==> config.mk <==
export PLATFORM = sky130hd
export DESIGN_NAME = alu_pipe_regfile
export DESIGN_NICKNAME = d
export VERILOG_FILES = /design/src/rtl/alu_pkg.sv /design/src/rtl/alu_regfile.sv /design/src/rtl/alu_pipe_regfile.sv
export SDC_FILE = /design/constraint.sdc
export NUM_CORES = 1
export LEC_CHECK = 0
export ABC_CLOCK_PERIOD_IN_PS = 10250
export BUFFER_PORTS_ARGS = -buffer_cell sky130_fd_sc_hd__buf_4
export CAP_MARGIN = 10
export CELL_PAD_IN_SITES_DETAIL_PLACEMENT = 1
export CELL_PAD_IN_SITES_GLOBAL_PLACEMENT = 2
export CORE_UTILIZATION = 44
export DETAILED_ROUTE_END_ITERATION = 12
export GPL_TIMING_DRIVEN = 0
export HOLD_SLACK_MARGIN = 0.02
export PLACE_DENSITY = 0.92
export SKIP_CTS_REPAIR_TIMING = 1
export SLEW_MARGIN = 25
export SYNTH_ARGS = -nofsm -noshare
export SYNTH_HDL_FRONTEND = slang
export SYNTH_SLANG_ARGS = --single-unit
==> constraint.sdc <==
create_clock -name clk -period 10.25 [get_ports clk]
set_clock_uncertainty 0.15 [all_clocks]
set_input_delay 1.025 -clock clk [delete_from_list [all_inputs] [get_ports clk]]
set_output_delay 1.025 -clock clk [all_outputs]
set_load 0.005 [all_outputs]
==> src/rtl/alu_pkg.sv <==
// alu_pkg: opcode encodings and flag bit positions shared by alu_pipe_regfile and its bench.
package alu_pkg;
  localparam logic [3:0] OP_ADD  = 4'h0;
  localparam logic [3:0] OP_SUB  = 4'h1;
  localparam logic [3:0] OP_ADC  = 4'h2;
  localparam logic [3:0] OP_SBB  = 4'h3;
  localparam logic [3:0] OP_AND  = 4'h4;
  localparam logic [3:0] OP_OR   = 4'h5;
  localparam logic [3:0] OP_XOR  = 4'h6;
  localparam logic [3:0] OP_NOT  = 4'h7;
  localparam logic [3:0] OP_SHL  = 4'h8;
  localparam logic [3:0] OP_SHR  = 4'h9;
  localparam logic [3:0] OP_INC  = 4'hA;
  localparam logic [3:0] OP_DEC  = 4'hB;
  localparam logic [3:0] OP_CMP  = 4'hC;
  localparam logic [3:0] OP_PASS = 4'hD;
  localparam logic [3:0] OP_MUL  = 4'hE;
  localparam logic [3:0] OP_RSV  = 4'hF;
  localparam int FLAG_Z = 0;
  localparam int FLAG_C = 1;
  localparam int FLAG_N = 2;
  localparam int FLAG_V = 3;
endpackage

==> src/rtl/alu_regfile.sv <==
// alu_regfile: async-reset register array, one write port, registered read port with write bypass.
module alu_regfile #(
  parameter int WIDTH  = 8,
  parameter int ADDR_W = 4
) (
  input  logic              clk,
  input  logic              rst,
  input  logic              we,
  input  logic [ADDR_W-1:0] waddr,
  input  logic [WIDTH-1:0]  wdata,
  input  logic [ADDR_W-1:0] raddr,
  output logic [WIDTH-1:0]  rdata
);
  logic [WIDTH-1:0] mem [2**ADDR_W];
  always_ff @(posedge clk or negedge rst)
    if (!rst) begin
      for (int i = 0; i < 2**ADDR_W; i++) mem[i] <= '0;
      rdata <= '0;
    end else begin
      if (we) mem[waddr] <= wdata;
      rdata <= (we && waddr == raddr) ? wdata : mem[raddr];
    end
endmodule

==> src/rtl/alu_pipe_regfile.sv <==
// alu_pipe_regfile: 2-stage ALU pipeline with registered flags and a write-back register file.
// Define ALU_MUL_EN to make opcode E a multiply; otherwise it behaves as a reserved opcode.
module alu_pipe_regfile
  import alu_pkg::*;
#(
  parameter int WIDTH  = 8,
  parameter int ADDR_W = 4
) (
  input  logic              clk,
  input  logic              rst,
  input  logic              in_valid,
  input  logic [3:0]        opcode,
  input  logic [WIDTH-1:0]  a,
  input  logic [WIDTH-1:0]  b,
  input  logic              write_en,
  input  logic [ADDR_W-1:0] addr,
  input  logic [ADDR_W-1:0] rd_addr,
  output logic              out_valid,
  output logic [WIDTH-1:0]  result,
  output logic [WIDTH-1:0]  mem_out,
  output logic              zero_flag,
  output logic              carry,
  output logic              neg_flag,
  output logic              ovf_flag
);
  localparam logic [WIDTH:0] one = {{WIDTH{1'b0}}, 1'b1};
  logic              s1_valid, s1_we;
  logic [3:0]        s1_op;
  logic [WIDTH-1:0]  s1_a, s1_b;
  logic [ADDR_W-1:0] s1_addr;
  logic [3:0]        flags;
  logic [WIDTH:0]    ae, be, ci, sum;
  logic              rsv, add_op, sub_op, sb, ovf, wb;
`ifdef ALU_MUL_EN
  logic [2*WIDTH-1:0] prod;
  assign prod = {{WIDTH{1'b0}}, s1_a} * {{WIDTH{1'b0}}, s1_b};
`endif
  // sum[WIDTH] is the carry for adds, the borrow for subtracts and the shifted-out bit for shifts
  always_comb begin
    ae = {1'b0, s1_a};
    be = {1'b0, s1_b};
    ci = {{WIDTH{1'b0}}, flags[FLAG_C]};
    sum = '0;
    rsv = 1'b0;
    case (s1_op)
      OP_ADD:         sum = ae + be;
      OP_SUB, OP_CMP: sum = ae - be;
      OP_ADC:         sum = ae + be + ci;
      OP_SBB:         sum = ae - be - ci;
      OP_AND:         sum = ae & be;
      OP_OR:          sum = ae | be;
      OP_XOR:         sum = ae ^ be;
      OP_NOT:         sum = {1'b0, ~s1_a};
      OP_SHL:         sum = {s1_a, 1'b0};
      OP_SHR:         sum = {s1_a[0], 1'b0, s1_a[WIDTH-1:1]};
      OP_INC:         sum = ae + one;
      OP_DEC:         sum = ae - one;
      OP_PASS:        sum = ae;
`ifdef ALU_MUL_EN
      OP_MUL:         sum = {|prod[2*WIDTH-1:WIDTH], prod[WIDTH-1:0]};
`endif
      default:        rsv = 1'b1;
    endcase
  end
  assign add_op = s1_op inside {OP_ADD, OP_ADC, OP_INC};
  assign sub_op = s1_op inside {OP_SUB, OP_SBB, OP_CMP, OP_DEC};
  assign sb = (s1_op == OP_INC || s1_op == OP_DEC) ? 1'b0 : s1_b[WIDTH-1];
  assign ovf = (sum[WIDTH-1] != s1_a[WIDTH-1]) &
               (add_op ? (s1_a[WIDTH-1] == sb) : sub_op & (s1_a[WIDTH-1] != sb));
  assign wb = s1_valid & s1_we & ~rsv & (s1_op != OP_CMP);
  always_ff @(posedge clk or negedge rst)
    if (!rst) begin
      s1_valid  <= 1'b0;
      s1_we     <= 1'b0;
      s1_op     <= '0;
      s1_a      <= '0;
      s1_b      <= '0;
      s1_addr   <= '0;
      out_valid <= 1'b0;
      result    <= '0;
      flags     <= '0;
    end else begin
      s1_valid  <= in_valid;
      s1_we     <= write_en;
      s1_op     <= opcode;
      s1_a      <= a;
      s1_b      <= b;
      s1_addr   <= addr;
      out_valid <= s1_valid;
      if (s1_valid && rsv) result <= '0;
      else if (s1_valid) begin
        if (s1_op != OP_CMP) result <= sum[WIDTH-1:0];
        flags[FLAG_Z] <= sum[WIDTH-1:0] == '0;
        flags[FLAG_C] <= sum[WIDTH];
        flags[FLAG_N] <= sum[WIDTH-1];
        flags[FLAG_V] <= ovf;
      end
    end
  assign zero_flag = flags[FLAG_Z];
  assign carry     = flags[FLAG_C];
  assign neg_flag  = flags[FLAG_N];
  assign ovf_flag  = flags[FLAG_V];
  alu_regfile #(.WIDTH(WIDTH), .ADDR_W(ADDR_W)) u_regfile (
    .clk   (clk),
    .rst   (rst),
    .we    (wb),
    .waddr (s1_addr),
    .wdata (sum[WIDTH-1:0]),
    .raddr (rd_addr),
    .rdata (mem_out)
  );
endmodule

==> results.sh <==
export IMPL_status="finished clean"
export IMPL_ys_ff_latch=175
export IMPL_multi_input_area_um2=4800
export IMPL_min_from="u_regfile.mem[2]$_DFFE_PN0P_"
export IMPL_vias=7695
export IMPL_critical_path_class="flip-flop to flip-flop"
export IMPL_cts_buffers=17
export IMPL_ys_async_sr_fraction_pct=100
export IMPL_h_tree_depth=4
export IMPL_first_iter_violations=563
export IMPL_detail_route_wl_per_cell_um=23.6
export IMPL_whs_path_depth=2
export IMPL_mostFrequentLayoutCell="dfrtp_1"
export IMPL_critPathMaxStageDelay_ns=0.63
export IMPL_r2r_end="u_regfile.mem[78]$_DFFE_PN0P_"
export IMPL_place_gp_congestion=0.929
export IMPL_timing_fmax_ghz=0.203
export IMPL_max_cap_violations=0
export IMPL_diodes=0
export IMPL_insertion_delay_ns=0.45
export IMPL_rows=53
export IMPL_grt_pass1_vias=8032
export IMPL_syn_inst=918
export IMPL_cpMaxStageDelayCell="a21oi_2"
export IMPL_rsz0062_at_grt="false"
export IMPL_tritoncts="done"
export IMPL_dieArea_um2=22300
export IMPL_io_pins=53
export IMPL_syn_cell_area_um2=9570
export IMPL_layout_common_cells="dfrtp_1 (175), nor2_1 (119), a21oi_1 (94), nand2_1 (75), o21ai_0 (59)"
export IMPL_grt_remaining_overflow=0
export IMPL_met3WireLength_um=1900
export IMPL_worst_slew_pin_slew_ns=1.07
export IMPL_vdd_ir_drop_max_v=0.000116
export IMPL_synth_avg_cell_area_um2=10.4
export IMPL_hold_slack_ns=0.332
export IMPL_n_fill_cell=2340
export IMPL_root_buffer="clkbuf_16"
export IMPL_grt_usage_pct=28.6
export IMPL_crit_buf_inv=6
export IMPL_clock_sinks=175
export IMPL_drive_gt1_share_pct=20.5
export IMPL_crit_top_cell="buf_2"
export IMPL_area_growth_pct=14.1
export IMPL_hpwl_um=21600
export IMPL_crit_path_end_kind="flip-flop"
export IMPL_synth_edf_count=0
export IMPL_synth_ff_type="dfrtp_1"
export IMPL_die_width_um=149
export IMPL_min_period_ns=4.93
export IMPL_reg2regPathDepth=17
export IMPL_core_area_um2=21200
export IMPL_maxSlewHeadroom_pct=28.4
export IMPL_met2_length_um=14100
export IMPL_top_layer="met4"
export IMPL_worstHoldEndpoint="u_regfile.mem[2]$_DFFE_PN0P_"
export IMPL_grt_pass1_wl_um=47400
export IMPL_hold_path_class="flip-flop to flip-flop"
export IMPL_cp_data_arrival_time_ns=5.08
export IMPL_wl_met1_um=13500
export IMPL_crit_chain="buf_2 > buf_2 > buf_2 > buf_2 > nand2_1 > inv_1 > ha_1 > nor2b_1 > o31a_1 > o21ai_0 > nand2b_1 > xor2_1 > a221oi_1 > o21ai_0 > a21oi_2 > buf_4 > a21oi_1"
export IMPL_leakagePower_nw=4.76
export IMPL_cpLargestDelayFamily="buffers and inverters"
export IMPL_setup_tns_ns=0
export IMPL_via_per_inst=6.04
export IMPL_antenna_found_initial=0
export IMPL_route_detailed_drc=0
export IMPL_initial_core_util_pct=45.2
export IMPL_synthesis_nets=988
export IMPL_fin_crit_sh_pct=48.1
export IMPL_grt_start_max_net_pins=92
export IMPL_finalSetupViolCount=0
export IMPL_reg2reg_from="s1_op[0]$_DFF_PN0_"
export IMPL_ys_warn_count=0
export IMPL_clk_pin_slew_ns=0.08
export IMPL_r2r_slack_ns=5.32
export IMPL_clock_path_buffers=2
export IMPL_nNetsFinal=1056
export IMPL_yosysSeqAreaShare_pct=45.8
export IMPL_maxSlewViolCount=0
export IMPL_die_y_um=149
export IMPL_synth_cell_types=75
export IMPL_firstDrtPassIters=4
export IMPL_power_density_nw_per_um2=194
export IMPL_drt_total_wl_um=30100
export IMPL_io_buffers=48
export IMPL_antenna_left=0
export IMPL_worst_path_max_fanout=10
export IMPL_hold_violations=0
export IMPL_cp_required_ns=10.40
export IMPL_startpoint_type="flip-flop"
export IMPL_final_seq_area_um2=4380
[how the worst max path moves through the flow]
stage                       startpoint                        endpoint  slack, ns  cells past startpoint
finish              s1_op[0]$_DFF_PN0_   u_regfile.mem[78]$_DFFE_PN0P_       5.32                     17
global route        s1_op[0]$_DFF_PN0_   u_regfile.mem[54]$_DFFE_PN0P_       5.13                     17
CTS                 s1_op[0]$_DFF_PN0_  u_regfile.mem[118]$_DFFE_PN0P_       5.42                     17
detailed placement  s1_op[0]$_DFF_PN0_  u_regfile.mem[118]$_DFFE_PN0P_       5.46                     17
global placement    s1_op[0]$_DFF_PN0_   u_regfile.mem[14]$_DFFE_PN0P_       5.48                     17
floorplan           s1_op[0]$_DFF_PN0_  u_regfile.mem[110]$_DFFE_PN0P_       6.73                     17
[report_power, final]
group | switching [mW] | leakage, nW | total (mW) | internal [mW]
Sequential | 0.0903 | 2.17 | 0.928 | 0.838
Combinational | 0.294 | 2.30 | 0.538 | 0.244
Clock | 0.324 | 0.289 | 0.654 | 0.330
[sequential cells by signal, indices dropped and copies added (netlist names)]
name	count
s1_b	8
s1_addr	4
flags	4
s1_we	1
u_regfile.rdata	8
s1_valid	1
out_valid	1
s1_op	4
u_regfile.mem	128
s1_a	8
result	8
[per-layer routing]
| metal | vias to the layer above | GRT usage [%] |
|---|---|---|
| met4 | 0 | 9.18 |
| li1 | 3394 | - |
| met1 | 3984 | 39.9 |
| met5 | - | 0 |
| met3 | 43 | 5.52 |
| met2 | 274 | 44.9 |
[final cells by class]
| cell class | count | area share [%] |
|---|---|---|
| Clock inverter | 14 | 1.49 |
| Buffer | 58 | 2.43 |
| Tap cell | 275 | 3.15 |
| Multi-Input combinational cell | 647 | 44.0 |
| Inverter | 38 | 1.31 |
| Timing Repair Buffer | 49 | 3.62 |
| Sequential cell | 175 | 40.1 |
| Clock buffer | 18 | 3.93 |
[cell usage after synthesis, types with 4 or more instances]
cell | number | area share [%]
a211o_1 | 4 | 0.37
a211oi_1 | 5 | 0.39
a211oi_2 | 4 | 0.52
a21o_1 | 5 | 0.39
a21oi_1 | 95 | 5.0
a21oi_2 | 13 | 1.2
a22o_1 | 4 | 0.37
a22oi_1 | 5 | 0.39
a32oi_1 | 5 | 0.46
and3_1 | 4 | 0.26
buf_1 | 6 | 0.24
buf_2 | 14 | 0.73
clkbuf_1 | 33 | 1.3
dfrtp_1 | 175 | 46
ha_1 | 35 | 4.6
inv_1 | 36 | 1.4
mux2_2 | 20 | 2.4
mux2i_1 | 12 | 1.3
mux4_2 | 41 | 9.6
nand2_1 | 75 | 2.9
nand2b_1 | 9 | 0.59
nand3_1 | 11 | 0.58
nor2_1 | 120 | 4.7
nor2b_1 | 4 | 0.26
nor3_1 | 10 | 0.52
o21ai_0 | 59 | 3.1
o22ai_1 | 6 | 0.39
or3_1 | 4 | 0.26
xnor2_1 | 23 | 2.1
xor2_1 | 9 | 0.82
[worst register-to-register path: cells and delay by family (launching register included)]
family | cells | cell delay [ns]
buf+inv | 6 | 1.68
flops | 1 | 0.34
xor+xnor | 1 | 0.18
compound gates | 6 | 1.69
fa+ha+maj | 1 | 0.34
simple gates | 3 | 0.41
[stage by stage]
stage,worst slack (ns),cells,util (%),cell area (um^2),total power [mW]
after floorplan,6.73,918,-,9570,1.26
after global placement,5.48,1241,48.6,10300,1.43
after detailed placement,5.46,1242,48.8,10300,1.46
after CTS,5.42,1274,51.6,10900,2.13
after global routing,5.13,1274,51.6,10900,2.22
final,5.32,1274,51.6,10900,2.12
[cell families (layout without fill, tap and decap cells)]
kind of cell	after synthesis	count (layout)	synth area share, %
adder cells (fa/ha/maj)	38	38	5.20
flip-flops	175	175	45.8
AO/OA/AOI/OAI	240	240	16.0
buffers and inverters	96	177	4.24
XOR/XNOR	33	33	3.10
multiplexers	73	73	13.3
AND/OR/NAND/NOR	263	263	12.4
No activity file was read; power rests on OpenSTA's default activity.
